[src/rtl/serial_subtractor.sv]
// Multi-cycle subtractor: difference = a - b - bin, CHUNK bits per clock, LSB chunk first.
// Optional signed-overflow output ovf is enabled by defining SERIAL_SUB_OVF_EN.
module serial_subtractor #(
  parameter int unsigned WIDTH = 8,
  parameter int unsigned CHUNK = 1
) (
  input  logic             clk,
  input  logic             rst,
  input  logic             start,
  input  logic [WIDTH-1:0] a,
  input  logic [WIDTH-1:0] b,
  input  logic             bin,
  output logic             busy,
  output logic             done,
  output logic [WIDTH-1:0] difference,
  output logic             borrow,
  output logic             zero
`ifdef SERIAL_SUB_OVF_EN
  ,
  output logic             ovf
`endif
);

  localparam int unsigned N  = WIDTH / CHUNK;
  localparam int unsigned CW = (N > 1) ? $clog2(N) : 1;

  typedef enum logic {
    S_IDLE = 1'b0,
    S_RUN  = 1'b1
  } state_t;

  state_t           state_q, state_d;
  logic [CW-1:0]    count_q, count_d;
  logic [WIDTH-1:0] a_sh_q, a_sh_d;
  logic [WIDTH-1:0] b_sh_q, b_sh_d;
  logic [WIDTH-1:0] res_q, res_d;
  logic             chain_q, chain_d;
  logic             busy_q, busy_d;
  logic             done_q, done_d;
  logic [WIDTH-1:0] diff_q, diff_d;
  logic             borrow_q, borrow_d;
  logic             zero_q, zero_d;
  logic [CHUNK-1:0] slice_c;
  logic             bchain_c;
`ifdef SERIAL_SUB_OVF_EN
  logic             ovf_q, ovf_d;
  logic             msb_bin_c;
`endif

  // One CHUNK-wide slice of full subtractors fed by the carried borrow.
  always_comb begin
    slice_c  = '0;
    bchain_c = chain_q;
`ifdef SERIAL_SUB_OVF_EN
    msb_bin_c = 1'b0;
`endif
    for (int i = 0; i < int'(CHUNK); i++) begin
      slice_c[i] = a_sh_q[i] ^ b_sh_q[i] ^ bchain_c;
`ifdef SERIAL_SUB_OVF_EN
      if (i == int'(CHUNK) - 1) msb_bin_c = bchain_c;
`endif
      bchain_c = (~a_sh_q[i] & b_sh_q[i]) | (~a_sh_q[i] & bchain_c) | (b_sh_q[i] & bchain_c);
    end
  end

  // Next-state and registered-output logic.
  always_comb begin
    state_d  = state_q;
    count_d  = count_q;
    a_sh_d   = a_sh_q;
    b_sh_d   = b_sh_q;
    res_d    = res_q;
    chain_d  = chain_q;
    busy_d   = busy_q;
    done_d   = 1'b0;
    diff_d   = diff_q;
    borrow_d = borrow_q;
    zero_d   = zero_q;
`ifdef SERIAL_SUB_OVF_EN
    ovf_d    = ovf_q;
`endif
    case (state_q)
      S_IDLE: begin
        if (start) begin
          a_sh_d  = a;
          b_sh_d  = b;
          chain_d = bin;
          count_d = '0;
          busy_d  = 1'b1;
          state_d = S_RUN;
        end
      end
      S_RUN: begin
        a_sh_d  = a_sh_q >> CHUNK;
        b_sh_d  = b_sh_q >> CHUNK;
        res_d   = (res_q >> CHUNK) | (WIDTH'(slice_c) << (WIDTH - CHUNK));
        chain_d = bchain_c;
        count_d = count_q + CW'(1);
        if (count_q == CW'(N - 1)) begin
          state_d  = S_IDLE;
          busy_d   = 1'b0;
          done_d   = 1'b1;
          diff_d   = res_d;
          borrow_d = bchain_c;
          zero_d   = (res_d == '0);
`ifdef SERIAL_SUB_OVF_EN
          ovf_d    = msb_bin_c ^ bchain_c;
`endif
        end
      end
      default: state_d = S_IDLE;
    endcase
  end

  always_ff @(posedge clk or posedge rst) begin
    if (rst) begin
      state_q  <= S_IDLE;
      count_q  <= '0;
      a_sh_q   <= '0;
      b_sh_q   <= '0;
      res_q    <= '0;
      chain_q  <= 1'b0;
      busy_q   <= 1'b0;
      done_q   <= 1'b0;
      diff_q   <= '0;
      borrow_q <= 1'b0;
      zero_q   <= 1'b0;
`ifdef SERIAL_SUB_OVF_EN
      ovf_q    <= 1'b0;
`endif
    end else begin
      state_q  <= state_d;
      count_q  <= count_d;
      a_sh_q   <= a_sh_d;
      b_sh_q   <= b_sh_d;
      res_q    <= res_d;
      chain_q  <= chain_d;
      busy_q   <= busy_d;
      done_q   <= done_d;
      diff_q   <= diff_d;
      borrow_q <= borrow_d;
      zero_q   <= zero_d;
`ifdef SERIAL_SUB_OVF_EN
      ovf_q    <= ovf_d;
`endif
    end
  end

  assign busy       = busy_q;
  assign done       = done_q;
  assign difference = diff_q;
  assign borrow     = borrow_q;
  assign zero       = zero_q;
`ifdef SERIAL_SUB_OVF_EN
  assign ovf        = ovf_q;
`endif

endmodule

[config.mk]
export PLATFORM = sky130hd
export DESIGN_NAME = serial_subtractor
export DESIGN_NICKNAME = d
export VERILOG_FILES = /design/src/rtl/serial_subtractor.sv
export SDC_FILE = /design/constraint.sdc
export NUM_CORES = 1
export LEC_CHECK = 0
export ABC_CLOCK_PERIOD_IN_PS = 2500
export CAP_MARGIN = 20
export CORE_ASPECT_RATIO = 2
export CORE_MARGIN = 1
export CORE_UTILIZATION = 30
export DETAILED_ROUTE_END_ITERATION = 10
export GPL_ROUTABILITY_DRIVEN = 0
export HOLD_SLACK_MARGIN = 0.08
export SETUP_SLACK_MARGIN = 0.3
export SYNTH_ARGS = -nofsm -noshare
export SYNTH_HDL_FRONTEND = slang
export SYNTH_SLANG_ARGS = --single-unit
[constraint.sdc]
create_clock -name clk -period 2.5 [get_ports clk]
set_input_delay 0.5 -clock clk [delete_from_list [all_inputs] [get_ports clk]]
set_output_delay 0.5 -clock clk [all_outputs]
set_load 0.02 [all_outputs]
==> flow_results.org, run 1 <==
** Timing
- Setup repair after global routing left no endpoint under its margin.
- Relative slew slack :: 66.4%
- The number of pins with negative max-slew slack in the final report came to 0.
- Based on the critical path, the design can be clocked at up to 0.566 GHz.
- Accumulated negative setup slack :: 0 ps
- The final number of hold-violating endpoints was 0.
- Minimum clock period after layout :: 1770 ps
- At the pin with the least slew margin, the transition time is 504 ps.
- Final setup slack of the worst path :: 733 ps
- Clock skew on the completed layout was measured at 5.63 ps.
- In the finished design, the share of the clock period the worst path needs comes to 70.7%.
- Final setup violating endpoints :: 0

** Die
- The initial utilization of the core area, before any placement, comes to 31.2%.
- Rows :: 38
- DIE AREA :: 0.00596 mm2
- Width of the die :: 55.1 um
- After floorplanning, the core was sized to cover 0.00542 mm2.
- In this run the vertical extent of the chip is 108 um.
- I/O pin total :: 32

** Run
- Number of maximum-capacitance constraint violations :: 0

** Critical path
- Max FO, Critical Path :: 2
- Register-to-Register Setup Slack :: 940 ps
- For this run, the slowest stage of the critical path takes 610 ps.
- STA classifies the critical path startpoint as a flip-flop.
- Worst r2r dst :: borrow
- In this run the number of cells on the critical path is 1.
- Library cell contributing the largest single delay on the critical path :: clkdlybuf4s50_1
- Setup crit end kind :: output port
- CP bufs+invs :: 1
- Counting cells, the worst reg-to-reg path comes to 5.
- STA puts the critical path data required time at 2000 ps.
- Sequence of cells on the critical path :: clkdlybuf4s50_1
- Data arrival time of the worst path :: 1270 ps
- The startpoint identified for the worst register-to-register timing path is count_q[0].
- The cell family contributing the most delay on the critical path is buffers and inverters.
- The worst setup path is of the flip-flop to output port kind.

** Yosys
- In the synthesized netlist, the number of instances is 136.
- For this run, asynchronously set or reset flops after synthesis account for 100%.
- For this run, the number of Yosys warnings is 0.
- Sequential share of the synthesized area :: 59.2%
- Cell with the most instances after synthesis :: dfrtp_1
- Net count after synthesis :: 159
- Commonest register cell after synthesis :: dfrtp_1
- Number of synthesized flops with an enable pin :: 0
- The netlist uses 22 different library cells.
- Mean cell area of the mapped netlist :: 12.4 um2
- Library cell with the largest summed area after synthesis :: dfrtp_1
- Most used standard cells in the synthesized netlist :: dfrtp_1, mux2i_1, nand2_1, o21ai_0, mux2_2
- Netlist Area Pre-Place :: 0.00169 mm2
- Number of synthesized register bits :: 40
- Yosys attributes the largest share of cell area to dfrtp_1, mux2i_1, mux2_2, o21ai_0, nand2_1.
- Area share of the largest cell type after synthesis :: 59.2%

** Placed design
- Worst slack after detailed placement :: 719 ps
- Summed over all nets, the half-perimeter wirelength after detailed placement is 2210 um.
- Port-buffer cells :: 31

** CTS
- The number of hold buffers added after CTS was 0.
- The number of clock buffers added by TritonCTS is 5.
- Clock Path Buffers :: 2
- The tree is rooted in a clkbuf_8.
- Post-CTS setup buffers :: 0
- Clock transition at the registers of the reported paths :: 70 ps
- Insertion delay of the later-clocked pin in the worst-skew pair :: 290 ps
- Total of cells resized after clock tree synthesis :: 0
- CTS tree :: built
- H-tree levels :: 2
- # clock sinks :: 40

** Global route
- The initial antenna violation count came to 0.
- Vias in the first global route :: 1116
- Total global-route track usage :: 12.7%
- The first global-routing pass estimated 5330 um of wire.
- Final global-route overflow total :: 0
- Entering global routing, the biggest net connects 41 pins.

** Power and ir drop
- Total power for the finished layout comes to 0.00252 W.
- IR analysis of the VDD net gives a maximum drop of 0.715 mV.
- Sw Ratio :: 35.1%
- Power spread over the standard cell area amounts to 1180 mW/mm2.
- Of the total power, the clock network draws 15.9%.
- Sequential share of power :: 45.7%
- Per report_power, the combinational group accounts for 38.4% of the total.
- Net switching power :: 0.000886 W
- Lkg Pwr :: 0.962 nW
- The internal power of the cells totals 0.00164 W.

** Layout
- Ant diodes :: 0
- Final core utilization :: 39.4%
- FILL cells :: 558
- Fraction of final layout cells with drive strength greater than 1 :: 16.5%
- For this run, the post-layout net count is 193.
- Compared with the post-synthesis result, the final layout area differs by 26.2%.

** Detailed routing
- Detailed routing placed a total of 1540 um of wire on met2.
- After detailed routing, the average wire length per cell comes to 13.9 um.
- The first detailed-routing pass took 2 iterations.
- Drt first-iter violations :: 31
- Topmost layer with routed signal wires :: met4
- Summed over all nets, wire length on met3 after detailed routing comes to 202 um.
- In this run the remaining antenna-violating nets after routing total 0.
- Met1 WL :: 1400 um
- Across all layers, the routed design uses 1070 vias.
- Total wirelength of the detailed-routed design :: 3200 um
- Average via count per standard cell :: 4.65
- For this run, design rule violations remaining after detail routing come to 0.

** Outcome
- The flow ran to the end, and the final reports show no timing, DRC or antenna violations.

** Hold path
- Type of the tightest min-delay check :: flip-flop to flip-flop
- Origin of the worst min-delay path :: a_sh_q[6]
- The path with the worst hold slack has its endpoint at a_sh_q[5].
- The worst hold path was traced through 2 stages.
==> area by class of cell <==
type	count	area, um2	area share [%]
flip-flops and latches	40	1000	46.9
multi-input cells	85	629	29.5
repair buffers	34	333	15.6
well taps	60	75.1	3.52
clock buffers	5	68.8	3.22
inverters	4	15.0	0.703
clock inverters	2	12.5	0.586
==> worst max path at each step <==
| stage | startpoint | end |
|---|---|---|
| after detailed placement | start | count_q[0] |
| after floorplan | rst | a_sh_q[0] |
| after global placement | start | count_q[0] |
| final | difference[7] | difference[7] |
| after global routing | difference[7] | difference[7] |
| after CTS | busy | busy |
==> sequential cells by signal, summed over array words and instances (netlist names) <==
| name | flops |
|---|---|
| count_q | 3 |
| res_q | 7 |
| busy | 1 |
| b_sh_q | 8 |
| chain_q | 1 |
| zero | 1 |
| borrow | 1 |
| a_sh_q | 8 |
| difference | 8 |
| done | 1 |
| state_q | 1 |
==> cells in the final DEF (no fill, tap or decap), types with 2 or more instances in the layout <==
| master | netlist | layout |
|---|---|---|
| nor2_1 | 5 | 5 |
| buf_4 | 5 | 3 |
| dfrtp_1 | 40 | 40 |
| ha_1 | 2 | 2 |
| mux2i_1 | 17 | 17 |
| o21ai_0 | 17 | 17 |
| a21oi_1 | 3 | 3 |
| clkdlybuf4s50_1 | 0 | 31 |
| mux2_2 | 14 | 14 |
| inv_1 | 3 | 3 |
| nand2b_1 | 2 | 2 |
| nand2_1 | 17 | 17 |
| clkbuf_8 | 0 | 5 |
==> power groups by stage <==
stage	clock (W)	sequential [W]	combinational (W)
after floorplan	0	0.00119	0.000590
after global placement	0	0.00115	0.000931
after detailed placement	0	0.00116	0.000974
after CTS	0.000417	0.00116	0.000980
after global routing	0.000442	0.00119	0.00108
final	0.000401	0.00115	0.000969
==> tightest hold or removal path: stages, from the launching register on <==
cell,delay (ps)
dfrtp_1,350
nand2_1,50
o21ai_0,60
==> kinds of logic (layout without fill, tap and decap cells) <==
logic type	after synthesis	in the layout	synth area share, %
DFF	40	40	59.2
muxes	32	32	20.3
and+or+nand+nor	27	27	6.88
AOI/OAI and AO/OA	23	23	7.40
buffers and inverters	11	45	3.62
adders and majority gates	3	3	2.66
==> layer usage <==
layer | track usage (%) | vias to the layer above
met4 | 5.36 | 0
li1 | - | 531
met1 | 15.8 | 506
met5 | 0 | -
met2 | 19.2 | 27
met3 | 4.78 | 6
==> through the flow <==
step	std cells	area, um2	hold WS (ps)
2_1_floorplan	136	1690	449
3_3_place_gp	223	2050	465
3_5_place_dp	223	2050	480
4_1_cts	230	2130	496
5_1_grt	230	2130	512
6_report	230	2130	493
Power figures use the tool's default switching activity.
==> run 2: changes to the inputs <==
--- a/config.mk
+++ b/config.mk
@@ -5,7 +5,7 @@
 export SDC_FILE = /design/constraint.sdc
 export NUM_CORES = 1
 export LEC_CHECK = 0
-export ABC_CLOCK_PERIOD_IN_PS = 2500
+export ABC_CLOCK_PERIOD_IN_PS = 1600
 export CAP_MARGIN = 20
 export CORE_ASPECT_RATIO = 2
 export CORE_MARGIN = 1
==> constraint.sdc (replaced) <==
create_clock -name clk -period 1.6 [get_ports clk]
set_input_delay 0.32 -clock clk [delete_from_list [all_inputs] [get_ports clk]]
set_output_delay 0.32 -clock clk [all_outputs]
set_load 0.02 [all_outputs]
==> run 2 against run 1 <==
Register-to-register slack worse by 780 ps. Die area stayed put. Clock power is 120% higher. First-iteration DRC count is 84% lower. Critical path type is now flip-flop to flip-flop. Critical endpoint is now zero.
==> flow_results.org, run 2 (synthesis gave the netlist of run 1 again) <==
** Global route
- The number of global-route vias before repair was 1213 (was 1116).
- Final global-route overflow total :: 0 (unchanged)
- Wire length of the first global-routing pass :: 5630 um (was 5330 um)
- Total global-route track usage :: 13.6% (was 12.7%)
- The initial antenna violation count came to 0 (unchanged).
- The maximum number of pins on one net before global-route repair was 41 (unchanged).

** CTS
- The worst-case clock buffer depth came to 2 (unchanged).
- The hold buffer count at cts was 0 (unchanged).
- The number of buffers added by the clock tree synthesis step came to 5 (unchanged).
- The level count of the clock H-tree came to 2 (unchanged).
- Clock transition at the registers of the reported paths :: 80 ps (was 70 ps)
- The TritonCTS clock tree was built (unchanged).
- The number of clock sinks seen by CTS was 40 (unchanged).
- CTS root buf :: clkbuf_8 (unchanged)
- The clock latency on the worst-skew pair is 290 ps (about the same).

** Timing
- The relative slew slack came to 76.4% (was 66.4%).
- Max Slew Vio Count :: 0 (unchanged)
- The final number of hold-violating endpoints is 0 (unchanged).
- Maximum frequency from static timing analysis :: 0.692 GHz
- The aggregate negative setup slack came to 0 ps (unchanged).
- After layout, the minimum clock period comes to 1440 ps.
- The number of endpoints failing setup at the final stage is 0 (unchanged).
- The clock skew after layout is 8.12 ps (was 5.63 ps).
- Tightest Pin Transition :: 351 ps (was 504 ps)
- Final setup slack of the worst path :: 155 ps (was 733 ps)
- Ratio of final minimum period to clock period :: 90.3%
- Unrepaired setup endpoints after global routing: yes (was no).

** Detailed routing
- Antenna-violating nets left :: 0 (unchanged)
- The via count came to 1133 (was 1070).
- The detail-routed net length per standard cell came to 13.9 um (about the same).
- Number of detailed-routing iterations run before antenna repair :: 4 (was 2)
- Drt first-iter violations :: 5 (was 31)
- DRC :: 0 (unchanged)
- The via-per-instance ratio is 4.70 (was 4.65).
- Total wirelength of the detailed-routed design :: 3360 um (was 3200 um)

** Critical path
- The arrival time reported for the critical path endpoint came to 1680 ps (was 1270 ps).
- The maximum fanout count along the critical path was 2 (unchanged).
- The type of element capturing the critical path is a flip-flop (was output port).
- The startpoint type of the worst setup path is a flip-flop (unchanged).
- The critical path class is flip-flop to flip-flop (was flip-flop to output port).
- The worst endpoint required time came to 1830 ps (was 2000 ps).

** Placed design
- Detailed placer's ending HPWL :: 2270 um (was 2210 um)
- Worst slack after detailed placement :: 98.6 ps (was 719 ps)
- The number of input and output port buffers inserted is 31 (unchanged).

** Die
- Vertical extent of the die :: 108 um (unchanged)
- Effective utilization at floorplan :: 31.2% (unchanged)
- DIE AREA :: 0.00596 mm2 (unchanged)
- The site row count was 38 (unchanged).
- Width of the die :: 55.1 um (unchanged)
- The number of top-level pins was 32 (unchanged).
- Floorplan core area :: 0.00542 mm2 (unchanged)

** Layout
- The antenna diode count is 0 (unchanged).
- Fraction of final layout cells with drive strength greater than 1 :: 31.5% (was 16.5%)
- FILL cells :: 536 (was 558)
- Net total in the final layout :: 203 (was 193)
- Most used cells in the layout excluding fill and tap cells: dfrtp_1, clkdlybuf4s50_1, nand2_1, o21ai_0, mux2i_1 (unchanged).
- The multi-input logic area was 728 um2 (was 629 um2).
- Sequential standard cell area :: 0.00100 mm2 (about the same)
- The layout overhead on the synthesized area is 38.2% (was 26.2%).
- The most frequent standard cell in the layout excluding fill and tap cells was dfrtp_1 (unchanged).

** Power and ir drop
- Overall power after layout :: 0.00463 W (was 0.00252 W)
- Power density over the cells :: 1980 mW/mm2 (was 1180 mW/mm2)
- Peak ir drop on the vdd network :: 1.35 mV (was 0.715 mV)
- The leakage power figure came to 1.10 nW (was 0.962 nW).

** Run
- The total of max-cap violations was 0 (unchanged).

** Outcome
- Outcome: completed (unchanged).

** Hold path
- The worst min-delay path class is input port to asynchronous set/reset pin (was flip-flop to flip-flop).
## run 2: worst paths after layout
| path | cells after the start | startpoint | to | slack [ps] |
|---|---|---|---|---|
| setup / recovery | 3 | chain_q | zero | 160 |
| hold / removal | 3 | rst | chain_q | 380 |
| hold reg to reg | 2 | a_sh_q[4] | a_sh_q[3] | 490 |
| max in group asynchronous | 3 | rst | state_q | 1020 |
| min in group clk | 2 | a_sh_q[4] | a_sh_q[3] | 490 |
| setup reg to reg | 3 | chain_q | zero | 160 |
## run 2: final cells by class
type / count / area share [%]
Clock buffer: 7 / 4.12
Clock inverter: 1 / 1.28
Inverter: 4 / 0.963
Multi-Input combinational cell: 86 / 31.1
Sequential cell: 40 / 42.9
Tap cell: 60 / 3.21
Timing Repair Buffer: 43 / 16.4
## run 2: power breakdown
group | switching, W | total (W) | internal [W]
registers | 0.000376 | 0.00184 | 0.00147
logic | 0.000861 | 0.00190 | 0.00104
clock network | 0.000340 | 0.000890 | 0.000550
total | 0.00158 | 0.00463 | 0.00306
## run 2: layer usage
layer / part of all wire (%) / GRT usage, % / up-vias
met2: 54 / 22.1 / 21
met4: 2.6 / 7.50 / 0
met5: 0 / 0 / -
met1: 40 / 15.7 / 552
met3: 3.9 / 3.09 / 5
li1: - / - / 555
## run 2: timing repair
| action | in CTS | in global routing |
|---|---|---|
| pin swaps | 3 | 4 |
| resized for setup | 35 | 19 |
| cloned | 1 | 0 |
| setup buffers | 4 | 3 |
| endpoints found under the setup margin | 21 | 30 |
| endpoints found under the hold margin | 0 | 0 |
## run 2: critical path: stages, from the launching register on
cell,delay (ps)
dfrtp_1,410
fa_1,590
nor4b_4,210
a31o_2,180
## run 2: stage by stage
| step | hold WS, ps | cells | cell area [um2] | util [%] |
|---|---|---|---|---|
| after CTS | 385 | 238 | 2330 | 43.1 |
| after floorplan | 449 | 136 | 1720 | - |
| after global routing | 425 | 241 | 2340 | 43.1 |
| final | 382 | 241 | 2340 | 43.1 |
| after detailed placement | 474 | 225 | 2120 | 39.1 |
| after global placement | 466 | 225 | 2120 | 39.1 |
==> run 3: changes to the inputs <==
--- a/config.mk
+++ b/config.mk
@@ -9,11 +9,14 @@
 export CAP_MARGIN = 20
 export CORE_ASPECT_RATIO = 2
 export CORE_MARGIN = 1
-export CORE_UTILIZATION = 30
+export CORE_UTILIZATION = 46
 export DETAILED_ROUTE_END_ITERATION = 10
 export GPL_ROUTABILITY_DRIVEN = 0
 export HOLD_SLACK_MARGIN = 0.08
+export MAX_ROUTING_LAYER = met4
+export PLACE_DENSITY = 0.75
 export SETUP_SLACK_MARGIN = 0.3
 export SYNTH_ARGS = -nofsm -noshare
 export SYNTH_HDL_FRONTEND = slang
 export SYNTH_SLANG_ARGS = --single-unit
+export TNS_END_PERCENT = 30
==> run 3 against run 2 <==
Fmax fell by 2.0%. Critical path type unchanged. Combinational power fell by 5%. Critical path depth rose by 1. Sequential power barely moved. Total power fell by 7.7%. Utilization rose by 23 points. Cell count fell by 7.1%. Sequential share of layout area rose by 1.2 points. Via count rose by 0.35%. Setup slack got worse by 29 ps. Register-to-register slack got worse by 30 ps. Design area fell by 2.7%.
==> flow_results.org, run 3 (synthesis gave the netlist of run 1 again) <==
** CTS
- Number of buffers added by the clock tree synthesis step :: 5 (unchanged)
- The number of clock sinks seen by CTS came to 40 (unchanged).
- The clock transition at the registers of the reported paths was 70 ps (was 80 ps).
- CTS root buf :: clkbuf_8 (unchanged)
- The level count of the clock H-tree came to 2 (unchanged).
- The worst-case clock buffer depth was 2 (unchanged).
- The hold buffer count at cts was 0 (unchanged).
- Insertion delay of the later-clocked pin in the worst-skew pair :: 290 ps (about the same)
- CTS tree :: built (unchanged)

** Critical path
- Type of origin of the critical path :: flip-flop (unchanged)
- Max FO, Critical Path :: 2 (unchanged)
- The worst endpoint required time came to 1840 ps (was 1830 ps).
- The critical path class is flip-flop to flip-flop (unchanged).
- Data arrival time of the worst path :: 1710 ps (was 1680 ps)
- The type of element capturing the critical path is a flip-flop (unchanged).

** Placed design
- The estimated wirelength of the detail-placed design came to 2180 um (was 2270 um).
- Port-buffer cells :: 31 (unchanged)

** Timing
- Relative slew slack :: 80.4% (was 76.4%)
- Unrepaired setup endpoints after global routing: yes (unchanged).
- Maximum frequency from static timing analysis :: 0.678 GHz (was 0.692 GHz)
- Accumulated negative setup slack :: 0 ps (unchanged)
- The clock period minus worst slack was 1470 ps (was 1440 ps).
- Number of hold-slack violations in the final timing report :: 0 (unchanged)
- Final setup violating endpoints :: 0 (unchanged)
- The final worst hold slack was 374 ps (was 382 ps).
- Max Slew Vio Count :: 0 (unchanged)
- The portion of the clock cycle consumed by the worst path in the final layout is 92.1% (was 90.3%).
- Tightest Pin Transition :: 294 ps (was 351 ps)
- Worst clock skew :: 7.47 ps (was 8.12 ps)

** Layout
- The multi-input logic area is 721 um2 (was 728 um2).
- Most used cells in the layout excluding fill and tap cells :: dfrtp_1, clkdlybuf4s50_1, nand2_1, o21ai_0, mux2i_1 (unchanged)
- The antenna diode count was 0 (unchanged).
- The final core utilization is 65.9% (was 43.1%).
- The area taken by flip-flops and latches came to 0.00100 mm2 (unchanged).
- Leading cell type in the layout, fill and taps excluded :: dfrtp_1 (unchanged)
- The count of filler cells inserted in the layout was 292 (was 536).
- The layout overhead on the synthesized area came to 34.5% (was 38.2%).
- The layout net count is 199 (was 203).
- Fraction of final layout cells with drive strength greater than 1 :: 23.3% (was 31.5%)

** Power and ir drop
- The power density over the cells came to 1880 mW/mm2 (was 1980 mW/mm2).
- The leakage power figure is 1.06 nW (was 1.10 nW).
- Peak ir drop on the vdd network :: 1.30 mV (was 1.35 mV)

** Detailed routing
- The aggregate routed wire length was 3360 um (about the same).
- The detailed-route DRC error count was 0 (unchanged).
- Number of detailed-routing iterations run before antenna repair :: 4 (unchanged)
- Drt first-iter violations :: 37 (was 5)
- Via total after detailed routing :: 1137 (was 1133)
- Average via count per standard cell :: 5.08 (was 4.70)
- The number of nets still failing antenna checks after routing was 0 (unchanged).
- Detailed-route wire length per cell :: 15.0 um (was 13.9 um)

** Die
- The starting utilization of the core area was 49.0% (was 31.2%).
- DIE AREA :: 0.00394 mm2 (was 0.00596 mm2)
- The total core area came to 0.00345 mm2 (was 0.00542 mm2).
- I/O pin total :: 32 (unchanged)
- The site row count was 30 (was 38).
- Vertical extent of the die :: 87.8 um (was 108 um)
- The width of the chip came to 44.9 um (was 55.1 um).

** Global route
- Number of antenna violations at the first check in global routing :: 0 (unchanged)
- The maximum number of pins on one net before global-route repair came to 41 (unchanged).
- The wire length of the first global-routing pass was 5190 um (was 5630 um).
- The total global-route track usage came to 18.9% (was 13.6%).
- The number of global-route vias before repair was 1161 (was 1213).
- The overall overflow remaining after global route was 0 (unchanged).

** Hold path
- Type of the tightest min-delay check :: input port to asynchronous set/reset pin (unchanged)

** Run
- Number of maximum-capacitance constraint violations :: 0 (unchanged)

** Outcome
- Outcome :: completed (unchanged)
run 3: layer usage:
layer / GRT usage [%] / up-vias / routed length, um
li1: - / 545 / -
met1: 21.0 / 561 / 1290
met2: 31.3 / 25 / 1870
met3: 3.92 / 6 / 128
met4: 9.09 / 0 / 76
met5: - / - / 0
run 3: area by class of cell:
cell class / instances / share of cell area [%]
sequential: 40 / 44.1
clock buffer: 6 / 3.19
tap: 48 / 2.64
multi-input combinational: 86 / 31.7
clock inverter: 1 / 0.220
timing repair buffer: 39 / 17.2
inverter: 4 / 0.990
run 3: path summary, 6_finish.rpt:
kind / startpoint / end / depth (start not counted) / slack [ps]
min: rst / b_sh_q[3] / 3 / 370
min in group clk: b_sh_q[7] / b_sh_q[6] / 2 / 480
min reg2reg: b_sh_q[7] / b_sh_q[6] / 2 / 480
max reg2reg: a_sh_q[0] / zero / 4 / 130
max: a_sh_q[0] / zero / 4 / 130
max in group asynchronous: rst / state_q / 3 / 1010
run 3: power by group:
group	switching [W]	total [W]	internal [W]
registers	0.000390	0.00186	0.00147
logic	0.000828	0.00181	0.000977
clock network	0.000317	0.000614	0.000296
run 3: per-stage QoR:
stage / cells / power (W) / instance area [um2] / setup WS, ps
after CTS: 219 / 0.00397 / 2160 / 140
after global placement: 212 / 0.00331 / 2090 / 128
after detailed placement: 212 / 0.00341 / 2090 / 108
after floorplan: 136 / 0.00283 / 1710 / 255
after global routing: 224 / 0.00455 / 2270 / 70.3
final: 224 / 0.00427 / 2270 / 126
run 3: worst max-delay path: stages (launching register included):
cell and delay [ps]:
dfrtp_1 360, inv_1 70, fa_1 590, nor4b_4 230, a31o_2 180
run 3: repair_timing:
action / 4_1_cts / 5_1_grt
buffers inserted: 0 / 4
gates cloned: 0 / 1
setup endpoints to repair: 21 / 27
gates resized for setup: 21 / 16
pin swaps: 0 / 2
